`config.mk`:
```
export PLATFORM = sky130hd
export DESIGN_NAME = slice_sequencer_flat
export DESIGN_NICKNAME = d
export VERILOG_FILES = /design/src/rtl/conv_pkg.sv /design/src/rtl/slice_sequencer_if.sv /design/src/rtl/slice_sequencer.sv /design/src/flat_wrapper.sv
export SDC_FILE = /design/constraint.sdc
export NUM_CORES = 1
export LEC_CHECK = 0
export BUFFER_PORTS_ARGS = -buffer_cell sky130_fd_sc_hd__buf_4
export CAP_MARGIN = 20
export CORE_UTILIZATION = 42
export DETAILED_ROUTE_END_ITERATION = 12
export PLACE_DENSITY = 0.72
export SETUP_SLACK_MARGIN = 0.3
export SLEW_MARGIN = 40
export SYNTH_ARGS = -nofsm -noshare
export SYNTH_HDL_FRONTEND = slang
export SYNTH_SLANG_ARGS = --single-unit
```
`constraint.sdc`:
```
create_clock -name clk -period 4.2 [get_ports clk]
set_input_delay 0.21 -clock clk [delete_from_list [all_inputs] [get_ports clk]]
set_output_delay 0.21 -clock clk [all_outputs]
set_load 0.02 [all_outputs]
```
`src/rtl/conv_pkg.sv`:
```
// Shared definitions for the convolution slice column: the sequencer state
// encoding, the MAC pipeline depth and the drain-length helper.
package conv_pkg;

    typedef enum logic [1:0] {
        IDLE  = 2'd0,
        LOAD  = 2'd1,
        RUN   = 2'd2,
        DRAIN = 2'd3
    } seq_state_t;

    // Register stages per MAC; the slice datapath uses the same value.
    localparam int PIPELINE = 6;

    // Cycles to wait after the last image beat before products have left
    // every MAC of a slice, plus the output adder and result register.
    function automatic int drain_cycles(input int mac_nb);
        return PIPELINE * mac_nb + 2;
    endfunction

endpackage

```
`src/rtl/slice_sequencer_if.sv`:
```
// Handshake bundle between the config/DMA front end, the sequencer and the
// slice column. The front end is the master; the sequencer is the slave.
interface slice_sequencer_if #(
    parameter int MAC_NB       = 3,
    parameter int SLICE_NB     = 3,
    parameter int WEIGHT_WIDTH = 16,
    parameter int IMAGE_WIDTH  = 16
);
    logic [WEIGHT_WIDTH-1:0]         cfg_weight;
    logic                            cfg_valid;
    logic                            cfg_ready;
    logic                            keep_weights;
    logic [IMAGE_WIDTH*MAC_NB-1:0]   img_data;
    logic                            img_valid;
    logic                            img_last;
    logic                            img_ready;
    logic [WEIGHT_WIDTH-1:0]         weight;
    logic [SLICE_NB*MAC_NB-1:0]      weight_valid;
    logic [IMAGE_WIDTH*MAC_NB-1:0]   image;
    logic                            image_valid;
    logic                            loaded;
    logic                            done;

    modport master (
        output cfg_weight, cfg_valid, keep_weights, img_data, img_valid, img_last,
        input  cfg_ready, img_ready, weight, weight_valid, image, image_valid,
               loaded, done
    );

    modport slave (
        input  cfg_weight, cfg_valid, keep_weights, img_data, img_valid, img_last,
        output cfg_ready, img_ready, weight, weight_valid, image, image_valid,
               loaded, done
    );
endinterface

```
`src/rtl/slice_sequencer.sv`:
```
// Kernel loader and image gate for a column of slice datapaths: steers the
// serial weight stream to one MAC at a time, opens the image path once the
// full kernel is resident, then drains the MAC pipeline after each frame.
module slice_sequencer
    import conv_pkg::*;
#(
    parameter int MAC_NB       = 3,
    parameter int SLICE_NB     = 3,
    parameter int WEIGHT_WIDTH = 16,
    parameter int IMAGE_WIDTH  = 16
) (
    input  logic              clk,
    input  logic              rst,
    slice_sequencer_if.slave  bus
);

    localparam int TOTAL   = SLICE_NB * MAC_NB;
    localparam int WCNT_W  = $clog2(TOTAL + 1);
    localparam int DRAIN_N = drain_cycles(MAC_NB);
    localparam int DCNT_W  = $clog2(DRAIN_N + 1);

    seq_state_t                    state;
    logic [WCNT_W-1:0]             wcnt;
    logic [DCNT_W-1:0]             dcnt;
    logic [WEIGHT_WIDTH-1:0]       weight_p1;
    logic [TOTAL-1:0]              wvld_p1;
    logic [IMAGE_WIDTH*MAC_NB-1:0] image_p1;
    logic                          vld_p1;
    logic                          loaded_q;
    logic                          done_p1;
    logic                          cfg_fire;
    logic                          img_fire;

    // Ready depends on state only, so it is valid straight out of reset.
    assign bus.cfg_ready = (state == IDLE) || (state == LOAD);
    assign bus.img_ready = (state == RUN);
    assign cfg_fire      = bus.cfg_valid & bus.cfg_ready;
    assign img_fire      = bus.img_valid & bus.img_ready;

    // ---- stage p1: registered outputs toward the slices ----
    assign bus.weight       = weight_p1;
    assign bus.weight_valid = wvld_p1;
    assign bus.image        = image_p1;
    assign bus.image_valid  = vld_p1;
    assign bus.loaded       = loaded_q;
    assign bus.done         = done_p1;

    // Sequencer FSM with counters and all registered outputs.
    always_ff @(posedge clk or negedge rst) begin
        if (!rst) begin
            state     <= IDLE;
            wcnt      <= '0;
            dcnt      <= '0;
            weight_p1 <= '0;
            wvld_p1   <= '0;
            image_p1  <= '0;
            vld_p1    <= 1'b0;
            loaded_q  <= 1'b0;
            done_p1   <= 1'b0;
        end else begin
            wvld_p1 <= '0;
            vld_p1  <= 1'b0;
            done_p1 <= 1'b0;
            if (cfg_fire) begin
                weight_p1 <= bus.cfg_weight;
            end
            case (state)
                IDLE: begin
                    wcnt     <= '0;
                    loaded_q <= 1'b0;
                    if (cfg_fire) begin
                        wvld_p1 <= TOTAL'(1);
                        if (TOTAL == 1) begin
                            state    <= RUN;
                            loaded_q <= 1'b1;
                        end else begin
                            state <= LOAD;
                            wcnt  <= WCNT_W'(1);
                        end
                    end
                end
                LOAD: begin
                    if (cfg_fire) begin
                        wvld_p1 <= TOTAL'(1) << wcnt;
                        wcnt    <= wcnt + WCNT_W'(1);
                        if (wcnt == WCNT_W'(TOTAL - 1)) begin
                            state    <= RUN;
                            loaded_q <= 1'b1;
                        end
                    end
                end
                RUN: begin
                    if (img_fire) begin
                        image_p1 <= bus.img_data;
                        vld_p1   <= 1'b1;
                        if (bus.img_last) begin
                            state <= DRAIN;
                            dcnt  <= DCNT_W'(DRAIN_N - 1);
                        end
                    end
                end
                DRAIN: begin
                    if (dcnt == '0) begin
                        done_p1 <= 1'b1;
                        if (bus.keep_weights) begin
                            state <= RUN;
                        end else begin
                            state    <= IDLE;
                            loaded_q <= 1'b0;
                            wcnt     <= '0;
                        end
                    end else begin
                        dcnt <= dcnt - DCNT_W'(1);
                    end
                end
                default: state <= IDLE;
            endcase
        end
    end

endmodule

```
`src/flat_wrapper.sv`:
```
// flat-port wrapper written by rule: the top's interface ports become plain ports
module slice_sequencer_flat import conv_pkg::*;
#(
    parameter int MAC_NB       = 3,
    parameter int SLICE_NB     = 3,
    parameter int WEIGHT_WIDTH = 16,
    parameter int IMAGE_WIDTH  = 16
)
  (clk, rst, bus_cfg_weight, bus_cfg_valid, bus_keep_weights, bus_img_data, bus_img_valid, bus_img_last, bus_cfg_ready, bus_img_ready, bus_weight, bus_weight_valid, bus_image, bus_image_valid, bus_loaded, bus_done);
  slice_sequencer_if #(.MAC_NB(MAC_NB), .SLICE_NB(SLICE_NB), .WEIGHT_WIDTH(WEIGHT_WIDTH), .IMAGE_WIDTH(IMAGE_WIDTH)) bus_i ();
  input  logic clk;
  input  logic rst;
  input wire logic [$bits(bus_i.cfg_weight)-1:0] bus_cfg_weight;
  input wire logic [$bits(bus_i.cfg_valid)-1:0] bus_cfg_valid;
  input wire logic [$bits(bus_i.keep_weights)-1:0] bus_keep_weights;
  input wire logic [$bits(bus_i.img_data)-1:0] bus_img_data;
  input wire logic [$bits(bus_i.img_valid)-1:0] bus_img_valid;
  input wire logic [$bits(bus_i.img_last)-1:0] bus_img_last;
  output wire logic [$bits(bus_i.cfg_ready)-1:0] bus_cfg_ready;
  output wire logic [$bits(bus_i.img_ready)-1:0] bus_img_ready;
  output wire logic [$bits(bus_i.weight)-1:0] bus_weight;
  output wire logic [$bits(bus_i.weight_valid)-1:0] bus_weight_valid;
  output wire logic [$bits(bus_i.image)-1:0] bus_image;
  output wire logic [$bits(bus_i.image_valid)-1:0] bus_image_valid;
  output wire logic [$bits(bus_i.loaded)-1:0] bus_loaded;
  output wire logic [$bits(bus_i.done)-1:0] bus_done;
  assign bus_i.cfg_weight = bus_cfg_weight;
  assign bus_i.cfg_valid = bus_cfg_valid;
  assign bus_i.keep_weights = bus_keep_weights;
  assign bus_i.img_data = bus_img_data;
  assign bus_i.img_valid = bus_img_valid;
  assign bus_i.img_last = bus_img_last;
  assign bus_cfg_ready = bus_i.cfg_ready;
  assign bus_img_ready = bus_i.img_ready;
  assign bus_weight = bus_i.weight;
  assign bus_weight_valid = bus_i.weight_valid;
  assign bus_image = bus_i.image;
  assign bus_image_valid = bus_i.image_valid;
  assign bus_loaded = bus_i.loaded;
  assign bus_done = bus_i.done;
  slice_sequencer #(.MAC_NB(MAC_NB), .SLICE_NB(SLICE_NB), .WEIGHT_WIDTH(WEIGHT_WIDTH), .IMAGE_WIDTH(IMAGE_WIDTH)) u_core (.clk(clk), .rst(rst), .bus(bus_i));
endmodule
```
== Word level (Yosys, flattened, before mapping) ==
Index checks and enable logic that the tools add are counted.

* Add/subtract/negate cells: 2
* Multipliers: 0
* Divide/modulo/power cells: 0
* Order comparisons: 0
* Equal/unequal tests: 12
* Shift operators: 1
* Muxes and demuxes: 29
* Bitwise logic cells: 2
* Reductions and logical operators: 10

{| class="wikitable"
|+ Operators with widths
! operator !! count
|-
| case mux 9 bit (2 select lines) || 1
|-
| two-way mux 5 bit || 3
|-
| two-way mux 2 bit || 7
|-
| two-way mux 4 bit || 3
|-
| case mux 4 bit (3 select lines) || 1
|-
| two-way mux 1 bit || 10
|-
| != test 2 bit (second input constant) || 5
|-
| case mux 5 bit (2 select lines) || 1
|-
| two-way mux 9 bit || 1
|-
| left shift 1 x 4 -> 9 bit (first input constant) || 1
|-
| case mux 2 bit (4 select lines) || 1
|-
| AND reduction 4 bit || 2
|-
| != test 2 x 1 -> 1 bit (second input constant) || 3
|-
| AND reduction 6 bit || 1
|-
| logical NOT 5 bit || 1
|-
| AND reduction 5 bit || 1
|-
| subtractor 5 x 1 -> 5 bit (second input constant) || 1
|-
| adder 4 x 1 -> 4 bit (second input constant) || 1
|-
| equality test 2 bit (second input constant) || 2
|-
| equality test 4 bit (second input constant) || 1
|-
| case mux 1 bit (3 select lines) || 1
|-
| nonzero test 3 bit || 1
|-
| bitwise AND 1 bit || 2
|-
| equality test 2 x 1 -> 1 bit (second input constant) || 1
|-
| 4 further kinds || 4
|}

* Register bits: 87
* Bits in latches: 0
* RAM bits: 0
* Memory bits (read-only): 0
* Output and inout bits: 78
* Memories kept: 0

== Longest topological paths before layout ==
* Depth after elaboration: 5
* Gate-level depth with buffers: 6
* Depth with buffers taken out: 5

== Worst setup path before layout ==
Ideal clock, no wire load.

* Kind: register to register
* From: register u_core.state[0]
* To: register u_core.image_p1[0], in the netlist u_core.bus.image[0]
* Library setup time: 0.125 ns
* Data arrival time: 1.355 ns
* Required time: 4.075 ns
* Slack: 2.720 ns
* Cell stages (with the launch flop): 7
* Buffers on the path: 3
* Path through: dfrtp_1 -> buf_2 -> nor2b_4 -> nand2_2 -> buf_6 -> buf_6 -> mux2_4

* Word-level cells in the longest chain between the ends: 3

{| class="wikitable"
|+ RTL lines
! what !! RTL line !! RTL
|-
| from (decl) || slice_sequencer.sv:22 || <nowiki>seq_state_t state;</nowiki>
|-
| from (signal assigned) || slice_sequencer.sv:51 || <nowiki>state <= IDLE;</nowiki>
|-
| from (signal assigned) || slice_sequencer.sv:74 || <nowiki>state <= RUN;</nowiki>
|-
| from (signal assigned) || slice_sequencer.sv:77 || <nowiki>state <= LOAD;</nowiki>
|-
| equality test 2 bit (*) || slice_sequencer.sv:36 || <nowiki>assign bus.img_ready = (state == RUN);</nowiki>
|-
| via bus_img_ready || flat_wrapper.sv:20 || <nowiki>output wire logic [$bits(bus_i.img_ready)-1:0] bus_img_ready;</nowiki>
|-
| bitwise AND 1 bit || slice_sequencer.sv:38 || <nowiki>assign img_fire = bus.img_valid & bus.img_ready;</nowiki>
|-
| AND reduction 2 bit (no line) (*) || - ||
|-
| to (signal assigned) || slice_sequencer.sv:94 || <nowiki>image_p1 <= bus.img_data;</nowiki>
|-
| to (decl) || slice_sequencer.sv:27 || <nowiki>logic [IMAGE_WIDTH*MAC_NB-1:0] image_p1;</nowiki>
|}

The timed path passes the listed nets; every way through them passes the cells marked *.
A chain may end at the register's enable or synchronous reset.

== Final worst setup path ==
* From: register u_core.state[0]
* To: register u_core.image_p1[13], in the netlist u_core.bus.image[13]

* Word-level cells in the longest chain between the ends: 3

{| class="wikitable"
|+ RTL lines
! what !! RTL line
|-
| equality test 2 bit (*) || slice_sequencer.sv:36, slice_sequencer.sv:67
|-
| bitwise AND 1 bit || slice_sequencer.sv:38
|-
| AND reduction 2 bit (no line) (*) || -
|}

Mark *: on every way between the ends. The rest lies on a longest branch, timed or not.

==> run metrics <==
first-pass GRT wire length 11800 microns; reg-to-reg setup timing slack 2.03 ns; vias in the first global route 2509; CP max stage cell dfrtp_1; Synth cell types 39; nets@finish 461; DIE WIDTH 93.6 microns; CP startpoint kind flop; synthesized instance count 234; share of layout cells above drive strength 1 60.4%; main flop type after synthesis dfrtp_1; CTS tree built; Antenna Cells 0; wire length per cell 14.6 microns; Buf+Inv Stages, Crit Path 1; Max-slew headroom 56.1%; Post-route DRC 0; fmax 0.461 GHz; total track usage 17.4%; initial antenna violation count 0; post-synthesis sequential area ratio 61.8%; via count 2412; fin cells 494; Ports 148; cts hold-fix bufs 1; CTS buffer count 9; # port buffers 147; Setup Crit Path Kind reg -> reg; Die Footprint 0.00876 sq mm; hpwl dp 5350 microns; critical path, cell by cell nor2b_4 > nand2_2 > buf_4 > mux2_2; Initial Util 43.1%; EDFF count, synth 0; delay-heaviest family, CP flip-flops; clk buf depth 2; Setup Fix Bufs, Post-CTS 0; status complete, no violations; post-route ant nets 0; post-synth net total 311; Largest stage delay, worst path 0.70 ns; Area contributors post-synth dfrtp_1 62%, mux2_2 18%, mux2_4 3.8%, ha_1 2.5%, and3_1 1.2%; Slew Limit Fails 0; top-count cell post-synth dfrtp_1; Syn Area/Cell 15.1 sq um; critical path fanouts, max 31; FF-to-FF path depth 4; Final setup viols 0; CTS root buffer clkbuf_8; Crit path arrival time 2.39 ns; pwr dens 738 mW/mm^2; Synth async-reset ratio 100%; die height 93.6 microns; Clock transition at path regs 0.09 ns; FILL cells 684; register bit total from synthesis 87; leading area contributor after synthesis dfrtp_1; clock latency at the later pin of the worst-skew pair 0.34 ns; post-cts resize count 0; total grt overflow 0; core area 0.00818 sq mm; RSZ-0062 raised after global routing no; Critical Path RT 4.42 ns; crit path from u_core.state[0]$_DFFE_PN0P_; Syn Std Cell Area 0.00352 sq mm; Leakage 2.45 nW; Post-synth top cells 87 x dfrtp_1, 56 x mux2_2, 9 x inv_1, 9 x mux2_4; Crit Reg-Reg Endpoint u_core.bus.image[13]$_DFFE_PN0P_; synth warn 0; First-pass DRT Iterations 4; HP Class in -> reg; FP Rows 33; placer congestion estimate 0.795; crit path to u_core.bus.image[13]$_DFFE_PN0P_; placed insts 477; Levels on crit path 4; Setup crit end kind flop; htree depth 3; VDD IR-drop max 0.274 mV; Yosys top cell area share 61.8%; worst r2r src u_core.state[0]$_DFFE_PN0P_; Final period util 51.6%; DRT iter0 DRCs 45; worst slew pin tran 0.659 ns; clock skew 0.00946 ns; Max-Cap Viols 0; Syn-to-layout area delta 38.9%; fin crit period 2.17 ns; CTS sink cnt 87; WL final 7230 microns; final hold vios 0; Setup TNS Final 0 ns; vias per cell 4.88; pin count of the biggest net entering global routing 55
power by group:
group	switching, W	internal (W)
clock network	0.000294	0.000233
registers	0.000233	0.00120
logic	0.000807	0.000837
placed cells by master (no fill, tap or decap), types with 2 or more instances in the layout:
master	Yosys	final
dfrtp_1	87	87
a21oi_1	3	3
nand3b_1	2	2
mux2_2	56	56
o2bb2ai_1	3	3
nand2_1	2	2
ha_1	7	7
nand4_1	3	3
and2_1	2	2
o311a_1	2	2
clkinvlp_4	0	2
nand3_1	5	5
buf_4	2	149
mux2_4	9	9
and3_1	7	7
clkinv_4	0	3
o21ai_0	4	4
nor2_1	2	2
inv_1	9	9
clkbuf_8	0	10
per-stage QoR:
step	instance area, sq um	util, %	hold slack, ns	setup WS (ns)	power, W
6_report	4890	59.8	0.0913	2.03	0.00361
4_1_cts	4890	59.8	0.0726	2.02	0.00366
3_5_place_dp	4700	57.4	0.186	2.03	0.00312
5_1_grt	4890	59.8	0.0708	1.91	0.00385
3_3_place_gp	4700	57.4	0.183	2.10	0.00306
2_1_floorplan	3520	-	-0.0856	2.72	0.00240
final cells by class:
cell class / count / area [sq um] / share of cell area, %
Multi-Input combinational cell: 126 / 1230 / 25.2
Tap cell: 105 / 131 / 2.69
Clock buffer: 10 / 138 / 2.81
Clock inverter: 6 / 46.3 / 0.946
Timing Repair Buffer: 150 / 1130 / 23.1
Inverter: 10 / 37.5 / 0.767
Sequential cell: 87 / 2180 / 44.5
kinds of logic (layout without fill, tap and decap cells):
kind of cell | Yosys count | after routing | share of synthesized area, %
xor+xnor | 1 | 1 | 0.249
fa+ha+maj | 7 | 7 | 2.49
mux | 66 | 66 | 22.0
flops | 87 | 87 | 61.8
compound gates | 17 | 17 | 3.55
buf+inv | 21 | 176 | 3.23
simple gates | 35 | 35 | 6.64
sequential cells by signal (all words and copies together) (netlist names):
name                     cells
u_core.bus.loaded            1
u_core.bus.done              1
u_core.bus.image_valid       1
u_core.bus.weight_valid      9
u_core.dcnt                  5
u_core.wcnt                  4
u_core.bus.weight           16
u_core.state                 2
u_core.bus.image            48
how the worst min path moves through the flow:
stage	depth (start not counted)	slack, ns	startpoint	endpoint
after CTS	2	0.07	bus_img_data[43]	u_core.bus.image[43]$_DFFE_PN0P_
after global routing	2	0.07	bus_img_data[24]	u_core.bus.image[24]$_DFFE_PN0P_
after global placement	1	0.18	rst	u_core.bus.weight[6]$_DFFE_PN0N_
final	2	0.09	bus_img_data[43]	u_core.bus.image[43]$_DFFE_PN0P_
after detailed placement	1	0.19	rst	u_core.bus.weight[6]$_DFFE_PN0N_
after floorplan	0	-0.09	rst	u_core.bus.done$_DFF_PN0_
routing by layer:
layer	wire length, microns	GRT usage, %
met5	0	0
met4	97	5.90
met3	534	4.47
met2	3560	29.4
met1	3040	21.7
Note: power is estimated with default switching activity, not from simulation.
